**src/rtl/sramlike_fetch_queue.sv**
```systemverilog
// Instruction-fetch front end for an sram-like (req/addr_ok/data_ok) bus: owns the fetch PC,
// keeps up to OUTST requests in flight and buffers returned instructions in an in-order FIFO.
module sramlike_fetch_queue #(
  parameter int unsigned       ADDR_W     = 32,
  parameter int unsigned       DATA_W     = 32,
  parameter int unsigned       OUTST      = 2,
  parameter int unsigned       FIFO_DEPTH = 4,
  parameter logic [ADDR_W-1:0] RESET_PC   = 32'h1c000000
) (
  input  logic              clk,
  input  logic              reset,
  input  logic              flush,
  input  logic [ADDR_W-1:0] flush_pc,
  output logic              out_valid,
  input  logic              out_ready,
  output logic [ADDR_W-1:0] out_pc,
  output logic [DATA_W-1:0] out_inst,
  output logic              sram_req,
  output logic              sram_wr,
  output logic [1:0]        sram_size,
  output logic [3:0]        sram_wstrb,
  output logic [ADDR_W-1:0] sram_addr,
  output logic [DATA_W-1:0] sram_wdata,
  input  logic              sram_addr_ok,
  input  logic              sram_data_ok,
  input  logic [DATA_W-1:0] sram_rdata
);

  localparam int CNT_W  = $clog2(OUTST + 1);
  localparam int FCNT_W = $clog2(FIFO_DEPTH + 1);
  localparam int PTR_W  = (FIFO_DEPTH > 1) ? $clog2(FIFO_DEPTH) : 1;
  localparam int TPTR_W = (OUTST > 1) ? $clog2(OUTST) : 1;

  typedef enum logic [1:0] {IDLE, REQ, REDIR} state_t;

  state_t              state_reg;
  logic [ADDR_W-1:0]   pc_reg;
  logic [ADDR_W-1:0]   redir_pc_reg;
  logic [CNT_W-1:0]    inflight_reg;
  logic [CNT_W-1:0]    discard_reg;
  logic [TPTR_W-1:0]   tag_wr_ptr_reg;
  logic [TPTR_W-1:0]   tag_rd_ptr_reg;
  logic [PTR_W-1:0]    fifo_wr_ptr_reg;
  logic [PTR_W-1:0]    fifo_rd_ptr_reg;
  logic [FCNT_W-1:0]   fifo_cnt_reg;

  logic [ADDR_W-1:0]   tag_mem   [OUTST];
  logic [ADDR_W-1:0]   fifo_pc   [FIFO_DEPTH];
  logic [DATA_W-1:0]   fifo_inst [FIFO_DEPTH];

  logic                accept;
  logic                ret;
  logic                push;
  logic                pop;
  logic [CNT_W-1:0]    inflight_next;
  logic [CNT_W-1:0]    discard_next;
  logic [FCNT_W-1:0]   fifo_cnt_next;
  logic [31:0]         inflight_w;
  logic [31:0]         fifo_cnt_w;
  logic                credit_next;

  function automatic logic [PTR_W-1:0] fifo_inc(input logic [PTR_W-1:0] p);
    return (p == PTR_W'(FIFO_DEPTH - 1)) ? '0 : p + PTR_W'(1);
  endfunction

  function automatic logic [TPTR_W-1:0] tag_inc(input logic [TPTR_W-1:0] p);
    return (p == TPTR_W'(OUTST - 1)) ? '0 : p + TPTR_W'(1);
  endfunction

  assign sram_req   = (state_reg != IDLE);
  assign sram_addr  = pc_reg;
  assign sram_wr    = 1'b0;
  assign sram_size  = 2'd2;
  assign sram_wstrb = 4'd0;
  assign sram_wdata = '0;

  assign out_valid  = (fifo_cnt_reg != '0);
  assign out_pc     = fifo_pc[fifo_rd_ptr_reg];
  assign out_inst   = fifo_inst[fifo_rd_ptr_reg];

  // A return in a flush cycle, or one owed to an older redirect, never reaches the FIFO.
  assign accept = sram_req && sram_addr_ok;
  assign ret    = sram_data_ok && (inflight_reg != '0);
  assign push   = ret && !flush && (discard_reg == '0);
  assign pop    = out_valid && out_ready && !flush;

  assign inflight_next = inflight_reg + CNT_W'(accept) - CNT_W'(ret);
  assign fifo_cnt_next = flush ? '0 : fifo_cnt_reg + FCNT_W'(push) - FCNT_W'(pop);
  assign discard_next  = flush ? inflight_next
                       : discard_reg - CNT_W'(ret && (discard_reg != '0))
                                     + CNT_W'(accept && (state_reg == REDIR));

  // Credit is judged on post-update occupancy so a raised request can always be held safely.
  assign inflight_w  = 32'(inflight_next);
  assign fifo_cnt_w  = 32'(fifo_cnt_next);
  assign credit_next = (inflight_w < OUTST) && ((inflight_w + fifo_cnt_w) < FIFO_DEPTH);

  always_ff @(posedge clk) begin
    if (reset) begin
      state_reg       <= IDLE;
      pc_reg          <= RESET_PC;
      redir_pc_reg    <= RESET_PC;
      inflight_reg    <= '0;
      discard_reg     <= '0;
      tag_wr_ptr_reg  <= '0;
      tag_rd_ptr_reg  <= '0;
      fifo_wr_ptr_reg <= '0;
      fifo_rd_ptr_reg <= '0;
      fifo_cnt_reg    <= '0;
    end else begin
      inflight_reg <= inflight_next;
      discard_reg  <= discard_next;
      fifo_cnt_reg <= fifo_cnt_next;
      if (accept) tag_wr_ptr_reg <= tag_inc(tag_wr_ptr_reg);
      if (ret)    tag_rd_ptr_reg <= tag_inc(tag_rd_ptr_reg);
      if (flush) begin
        fifo_wr_ptr_reg <= '0;
        fifo_rd_ptr_reg <= '0;
      end else begin
        if (push) fifo_wr_ptr_reg <= fifo_inc(fifo_wr_ptr_reg);
        if (pop)  fifo_rd_ptr_reg <= fifo_inc(fifo_rd_ptr_reg);
      end
      case (state_reg)
        IDLE: begin
          if (flush)            pc_reg <= flush_pc;
          else if (credit_next) state_reg <= REQ;
        end
        REQ: begin
          if (accept) begin
            if (flush) begin
              pc_reg    <= flush_pc;
              state_reg <= IDLE;
            end else begin
              pc_reg    <= pc_reg + ADDR_W'(4);
              state_reg <= credit_next ? REQ : IDLE;
            end
          end else if (flush) begin
            redir_pc_reg <= flush_pc;
            state_reg    <= REDIR;
          end
        end
        REDIR: begin
          // The held request still goes to the old address; only its completion moves the PC.
          if (accept) begin
            pc_reg    <= flush ? flush_pc : redir_pc_reg;
            state_reg <= IDLE;
          end else if (flush) begin
            redir_pc_reg <= flush_pc;
          end
        end
        default: state_reg <= IDLE;
      endcase
    end
  end

  always_ff @(posedge clk) begin
    if (accept) tag_mem[tag_wr_ptr_reg] <= pc_reg;
    if (push) begin
      fifo_pc[fifo_wr_ptr_reg]   <= tag_mem[tag_rd_ptr_reg];
      fifo_inst[fifo_wr_ptr_reg] <= sram_rdata;
    end
  end

  always_ff @(posedge clk) begin
    if (!reset && sram_data_ok) assert (inflight_reg != '0);
  end

endmodule

```
**config.mk**
```make
export PLATFORM = sky130hd
export DESIGN_NAME = sramlike_fetch_queue
export DESIGN_NICKNAME = d
export VERILOG_FILES = /design/src/rtl/sramlike_fetch_queue.sv
export SDC_FILE = /design/constraint.sdc
export NUM_CORES = 1
export LEC_CHECK = 0
export CORE_ASPECT_RATIO = 0.6
export CORE_UTILIZATION = 55
export CTS_CLUSTER_SIZE = 40
export DETAILED_ROUTE_END_ITERATION = 7
export PLACE_DENSITY = 0.79
export SLEW_MARGIN = 0
export SYNTH_ARGS = -nofsm -noshare
export SYNTH_HDL_FRONTEND = slang
export SYNTH_SLANG_ARGS = --single-unit
export TNS_END_PERCENT = 50
```
**constraint.sdc**
```tcl
create_clock -name clk -period 3.8 [get_ports clk]
set_input_delay 0.57 -clock clk [delete_from_list [all_inputs] [get_ports clk]]
set_output_delay 0.57 -clock clk [all_outputs]
set_load 0.005 [all_outputs]
```
==> impl_metrics.py, run 1 <==
metrics = {
    "power_and_ir_drop": {
        "swShare": 0.294,
        "ir_worst_vdd_v": 0.000440,
        "p_switching_w": 0.00360,
        "combPwrFrac": 0.228,
        "power_density_nw_per_um2": 626,
        "clockPowerShare": 0.287,
        "internal_power_w": 0.00867,
        "p_leak_nw": 6.49,
        "seqPwrFrac": 0.485,
    },
    "critical_path": {
        "end_kind": "output pin",
        "ff2ff_setup_slack_ps": 660,
        "cp-start-kind": "register",
        "crit_buf_inv": 2,
        "cp.required_ps": 3230,
        "worst_path_largest_cell_delay_ps": 760,
        "ff2ff_path_depth": 15,
        "crit_family": "buffers and inverters",
        "worstReg2RegStart": "state_reg[0]$_SDFFE_PP0P_",
        "timing_worst_setup_path_type": "reg2out",
        "crit_fanout": 31,
        "critPathArrivalTime_ps": 2640,
        "crit_chain": "buf_4, mux4_2, clkdlybuf4s50_1",
        "cp_slowest_cell": "dfxtp_4",
        "r2r-end": "state_reg[1]$_SDFFE_PP0P_",
    },
    "route": {
        "drt_iter0_markers": 1157,
        "ant_nets": 0,
        "routed-via-count": 9936,
        "first_pass_iters": 6,
        "routed_wl_um": 36700,
        "viasPerCell": 5.95,
        "drc_errors": 0,
        "detail_route.wl_per_cell_um": 22.0,
    },
    "cts": {
        "clk_path_buf_depth": 3,
        "cts_buffers": 37,
        "path_clk_slew_ps": 70,
        "clock-sinks": 402,
        "worstSkewPairLatency_ps": 530,
        "hold_buffers": 0,
        "htreeDepth": 2,
        "root_buffer": "clkbuf_16",
        "cts_resized": 0,
        "postCtsSetupBuffers": 0,
        "cts_tree": "done",
    },
    "finish": {
        "fin_util": 0.675,
        "fillers": 1986,
        "reg_top3": "fifo_inst (128), fifo_pc (128), tag_mem (64)",
        "nNetsFinal": 1329,
        "drive_above_1_share": 0.154,
        "diodes": 0,
        "syn_to_final_growth_pct": 19.5,
    },
    "synth": {
        "synth_ff_type": "edfxtp_1",
        "ys_seq_area_frac": 0.685,
        "synth-edff-count": 320,
        "async_flop_share": 0,
        "ys_seq_elements": 402,
        "yosysWarnings": 0,
        "synth.top_cell.area_share": 0.585,
        "avgSynthCellArea_um2": 15.4,
        "yosys.area.top_type": "edfxtp_1",
        "synth_common_cells": "edfxtp_1 (320), nand2_1 (96), dfxtp_1 (82)",
        "syn_inst": 1070,
        "synth.most_common_cell": "edfxtp_1",
        "syn_area_um2": 16400,
        "synth_area_leaders": "edfxtp_1 (59%), dfxtp_1 (10%), mux4_2 (8.8%)",
        "synthDistinctLibCells": 71,
    },
    "grt": {
        "grt_use_total": 0.244,
        "grt_pass1_vias": 9731,
        "grt_max_degree": 65,
        "grt-ovfl-total": 0,
        "antenna_found_initial": 0,
        "grt_pass1_wl_um": 56100,
    },
    "placed_design": {
        "gp_congestion": 0.918,
        "hpwlAfterDp_um": 23800,
        "portBuffers": 167,
        "post-place-ws_ps": 133,
    },
    "timing": {
        "fin_ws_ps": 588,
        "post-route-period-util": 0.845,
        "slew_headroom": 0.424,
        "tightest_slew_ps": 856,
        "holdWs_ps": 457,
        "skew_ps": 20.7,
        "min_period_ps": 3210,
        "rsz0062_at_grt": "false",
        "tns_ps": 0,
        "slew_viol_final": 0,
        "hold_viol_final": 0,
        "setup_viol": 0,
        "max_freq_ghz": 0.311,
    },
    "floorplanning": {
        "dieArea_um2": 30600,
        "die_w_um": 225,
        "initial_utilization": 0.565,
        "rows": 48,
        "core_um2": 29100,
        "die-height_um": 136,
        "ios": 207,
    },
    "job": {
        "drv_cap": 0,
    },
    "status": {
        "status": "finished, final reports clean",
    },
    "worst_hold_path": {
        "min_to": "redir_pc_reg[25]$_SDFFE_PP0P_",
        "min_path_cells": 2,
        "hp-class": "reg2reg",
        "hp-start": "redir_pc_reg[25]$_SDFFE_PP0P_",
    },
}
==> cells by family (layout without fill, tap and decap cells) <==
group                    Yosys count  count (layout)  share of synthesized area
adder cells (fa/ha/maj)           17              17                     0.0134
buffers and inverters            119             281                     0.0386
XOR/XNOR                          13              13                    0.00693
AND/OR/NAND/NOR                  232             232                     0.0691
other                              2              39                   0.000457
AO/OA/AOI/OAI                    179             179                     0.0706
flip-flops                       402             402                      0.685
multiplexers                     106             106                      0.116
==> power groups by stage <==
stage / sequential (W) / clock (W) / combinational [W]
after floorplan: 0.00587 / 0 / 0.00166
after detailed placement: 0.00604 / 0 / 0.00275
after global placement: 0.00601 / 0 / 0.00268
final: 0.00596 / 0.00352 / 0.00280
after CTS: 0.00595 / 0.00359 / 0.00277
after global routing: 0.00602 / 0.00378 / 0.00302
==> worst max path at each step <==
| stage | cells past startpoint | to |
|---|---|---|
| after global routing | 15 | state_reg[1]$_SDFFE_PP0P_ |
| final | 3 | out_inst[29] |
| after floorplan | 15 | state_reg[1]$_SDFFE_PP0P_ |
| after global placement | 14 | state_reg[1]$_SDFFE_PP0P_ |
| after CTS | 3 | out_pc[5] |
| after detailed placement | 14 | state_reg[1]$_SDFFE_PP0P_ |
==> layer usage <==
metal | GRT usage | part of all wire | vias to the layer above
li1 | - | - | 4428
met1 | 0.357 | 0.43 | 5018
met2 | 0.368 | 0.46 | 444
met3 | 0.0614 | 0.095 | 46
met4 | 0.0608 | 0.016 | 0
met5 | 0 | 0 | -
==> through the flow <==
step           instances  power, W  cell area [um^2]
2_1_floorplan       1107   0.00752             16600
3_5_place_dp        1603   0.00879             18500
4_1_cts             1669    0.0123             19600
5_1_grt             1669    0.0128             19600
6_report            1669    0.0123             19600
3_3_place_gp        1603   0.00869             18500
==> cell type report <==
type | instances | area (um^2) | share of cell area
repair buffers | 196 | 1960 | 0.0998
clock buffers | 49 | 1030 | 0.0524
inverters | 19 | 71.3 | 0.00363
clock inverters | 17 | 108 | 0.00548
well taps | 400 | 500 | 0.0255
multi-input cells | 586 | 4700 | 0.239
flip-flops and latches | 402 | 11300 | 0.574
==> worst min-delay path, delay by kind of cell, from the launching register on <==
| family | cells | cell delay (ps) |
|---|---|---|
| and+or+nand+nor | 1 | 50 |
| AOI/OAI and AO/OA | 1 | 50 |
| DFF | 1 | 310 |
==> cell usage in the layout (no fill, tap or decap), drive strengths merged, types with 7 or more instances in the layout <==
| master | netlist | routed |
|---|---|---|
| nand2 | 96 | 96 |
| xor2 | 8 | 8 |
| a221o | 9 | 9 |
| and2 | 10 | 10 |
| clkdlybuf4s50 | 0 | 166 |
| nor2 | 49 | 49 |
| nand3 | 20 | 20 |
| edfxtp | 320 | 320 |
| clkbuf | 36 | 49 |
| a21oi | 55 | 55 |
| nand4 | 9 | 9 |
| and3 | 7 | 7 |
| conb | 2 | 39 |
| nor3 | 8 | 8 |
| ha | 16 | 16 |
| mux4 | 64 | 64 |
| mux2 | 33 | 33 |
| mux2i | 9 | 9 |
| and4 | 7 | 7 |
| a221oi | 12 | 12 |
| dfxtp | 82 | 82 |
| buf | 64 | 30 |
| clkinv | 1 | 14 |
| inv | 18 | 20 |
| o21ai | 46 | 46 |
| nor4 | 10 | 10 |
(Power assumes the default switching activity.)
==> inputs of run 2 (changes only) <==
clock period = 3.1 ns   (was 3.8 ns; I/O delays follow)
==> impl_metrics.py, run 2 (synthesis gave the netlist of run 1 again) <==
metrics = {
    "timing": {
        "slew_headroom": 0.451,
        "max_freq_ghz": 0.335,
        "min_period_ps": 2980,
        "tightest_slew_ps": 824,
        "fin_ws_ps": 115,
        "skew_ps": 27.1,
        "rsz0062_at_grt": "true",
        "slew_viol_final": 0,
        "hold_viol_final": 0,
        "setup_viol": 0,
        "post-route-period-util": 0.963,
    },
    "floorplanning": {
        "die_w_um": 225,
        "core_um2": 29100,
        "dieArea_um2": 30600,
        "initial_utilization": 0.565,
        "die-height_um": 136,
        "rows": 48,
        "ios": 207,
    },
    "finish": {
        "drive_above_1_share": 0.166,
        "final_common_cell": "edfxtp_1",
        "diodes": 0,
        "final_cell_mix": "edfxtp_1 (320), clkdlybuf4s50_1 (166), nand2_1 (96)",
        "final_cells": 1682,
        "syn_to_final_growth_pct": 20.6,
        "reg_top3": "fifo_inst (128), fifo_pc (128), tag_mem (64)",
        "nNetsFinal": 1342,
    },
    "placed_design": {
        "dpl.cell_count": 1616,
        "post-place-ws_ps": -414,
        "gp_congestion": 0.940,
        "hpwlAfterDp_um": 23100,
        "portBuffers": 167,
    },
    "grt": {
        "grt_pass1_vias": 9592,
        "grt-ovfl-total": 0,
        "grt_pass1_wl_um": 55400,
        "antenna_found_initial": 0,
        "grt_max_degree": 65,
        "grt_use_total": 0.241,
    },
    "critical_path": {
        "cp-start-kind": "input port",
        "crit_chain": "clkdlybuf4s50_1, o21ai_2, nor4_4, inv_1, ha_1, inv_1, ha_1, inv_1, fa_1, nor2_1, ha_1, a311oi_1, nand3_1, nor3_2, nor4_1",
        "ff2ff_setup_slack_ps": 120,
        "timing_worst_setup_path_type": "in2reg",
        "worstReg2RegStart": "state_reg[0]$_SDFFE_PP0P_",
        "end_kind": "register",
        "critPathArrivalTime_ps": 3370,
        "r2r-end": "state_reg[1]$_SDFFE_PP0P_",
        "worst_path_largest_cell_delay_ps": 500,
        "crit_fanout": 2,
        "cp_slowest_cell": "fa_1",
        "cp.required_ps": 3490,
        "ff2ff_path_depth": 15,
    },
    "cts": {
        "path_clk_slew_ps": 60,
        "cts_buffers": 37,
        "clock-sinks": 402,
        "cts_tree": "done",
        "clk_path_buf_depth": 3,
        "worstSkewPairLatency_ps": 530,
        "postCtsSetupBuffers": 0,
        "htreeDepth": 2,
        "root_buffer": "clkbuf_16",
    },
    "worst_hold_path": {
        "hp-start": "reset",
        "min_to": "sram_addr[23]$_SDFFE_PP0P_",
        "hp-class": "in2reg",
        "min_path_cells": 2,
    },
    "route": {
        "ant_nets": 0,
        "routed_wl_um": 36500,
        "first_pass_iters": 5,
        "drc_errors": 0,
        "drt_iter0_markers": 720,
        "routed-via-count": 9858,
        "viasPerCell": 5.86,
        "detail_route.wl_per_cell_um": 21.7,
    },
    "power_and_ir_drop": {
        "p_leak_nw": 6.58,
        "power_density_nw_per_um2": 773,
        "ir_worst_vdd_v": 0.000534,
        "finalPower_w": 0.0153,
    },
    "status": {
        "status": "finished, final reports clean",
    },
    "job": {
        "drv_cap": 0,
    },
}
==> run 2: cell count changes in the layout (fill, tap and decap cells not counted), sizes merged <==
cell and delta:
buf +13, clkinv -4, clkbuf +3, bufinv +1
==> run 2: where the power goes <==
part / switching [W] / internal (W) / leakage [nW]
sequential: 0.000531 / 0.00672 / 3.57
combinational: 0.00204 / 0.00159 / 2.45
clock: 0.00190 / 0.00253 / 0.569
==> run 2: layout make-up <==
class                           count  area [um^2]
Tap cell                          400          500
Fill cell                        2041         9250
Inverter                           19         71.3
Timing Repair Buffer              209         2090
Clock buffer                       52         1040
Clock inverter                     14          124
Multi-Input combinational cell    586         4720
Sequential cell                   402        11300
==> run 2: worst max-delay path: cells and delay by family <==
kind	cells	cell delay, ps
simple gates	5	760
buf+inv	4	680
fa+ha+maj	4	1190
compound gates	2	290
==> run 2: metrics by stage <==
step           area (um^2)  hold WS, ps  setup TNS [ps]  utilization
6_report             19800          375               0        0.682
4_1_cts              19800          356               0        0.681
2_1_floorplan        16600          436               0            -
5_1_grt              19800          389            -140        0.682
3_5_place_dp         18600          447            -743        0.641
3_3_place_gp         18600          442            -588        0.641
==> run 2: how the worst max path moves through the flow <==
stage | from | endpoint | slack [ps] | depth (start not counted)
2_1_floorplan | flush | state_reg[1]$_SDFFE_PP0P_ | 20 | 15
3_3_place_gp | flush | state_reg[1]$_SDFFE_PP0P_ | -330 | 14
3_5_place_dp | flush | state_reg[1]$_SDFFE_PP0P_ | -410 | 14
4_1_cts | state_reg[0]$_SDFFE_PP0P_ | state_reg[1]$_SDFFE_PP0P_ | 120 | 15
5_1_grt | sram_data_ok | state_reg[1]$_SDFFE_PP0P_ | -90 | 15
6_report | sram_data_ok | state_reg[1]$_SDFFE_PP0P_ | 120 | 15
==> run 2: metal layers <==
| metal | routed length (um) | track usage | vias to the layer above |
|---|---|---|---|
| li1 | - | - | 4452 |
| met1 | 16100 | 0.357 | 4934 |
| met4 | 645 | 0.0593 | 0 |
| met2 | 16500 | 0.362 | 416 |
| met5 | 0 | 0 | - |
| met3 | 3220 | 0.0581 | 56 |
==> run 2: timing repair <==
item,CTS,global route
hold buffers,0,0
gates resized for setup,0,5
setup endpoints to repair,0,2
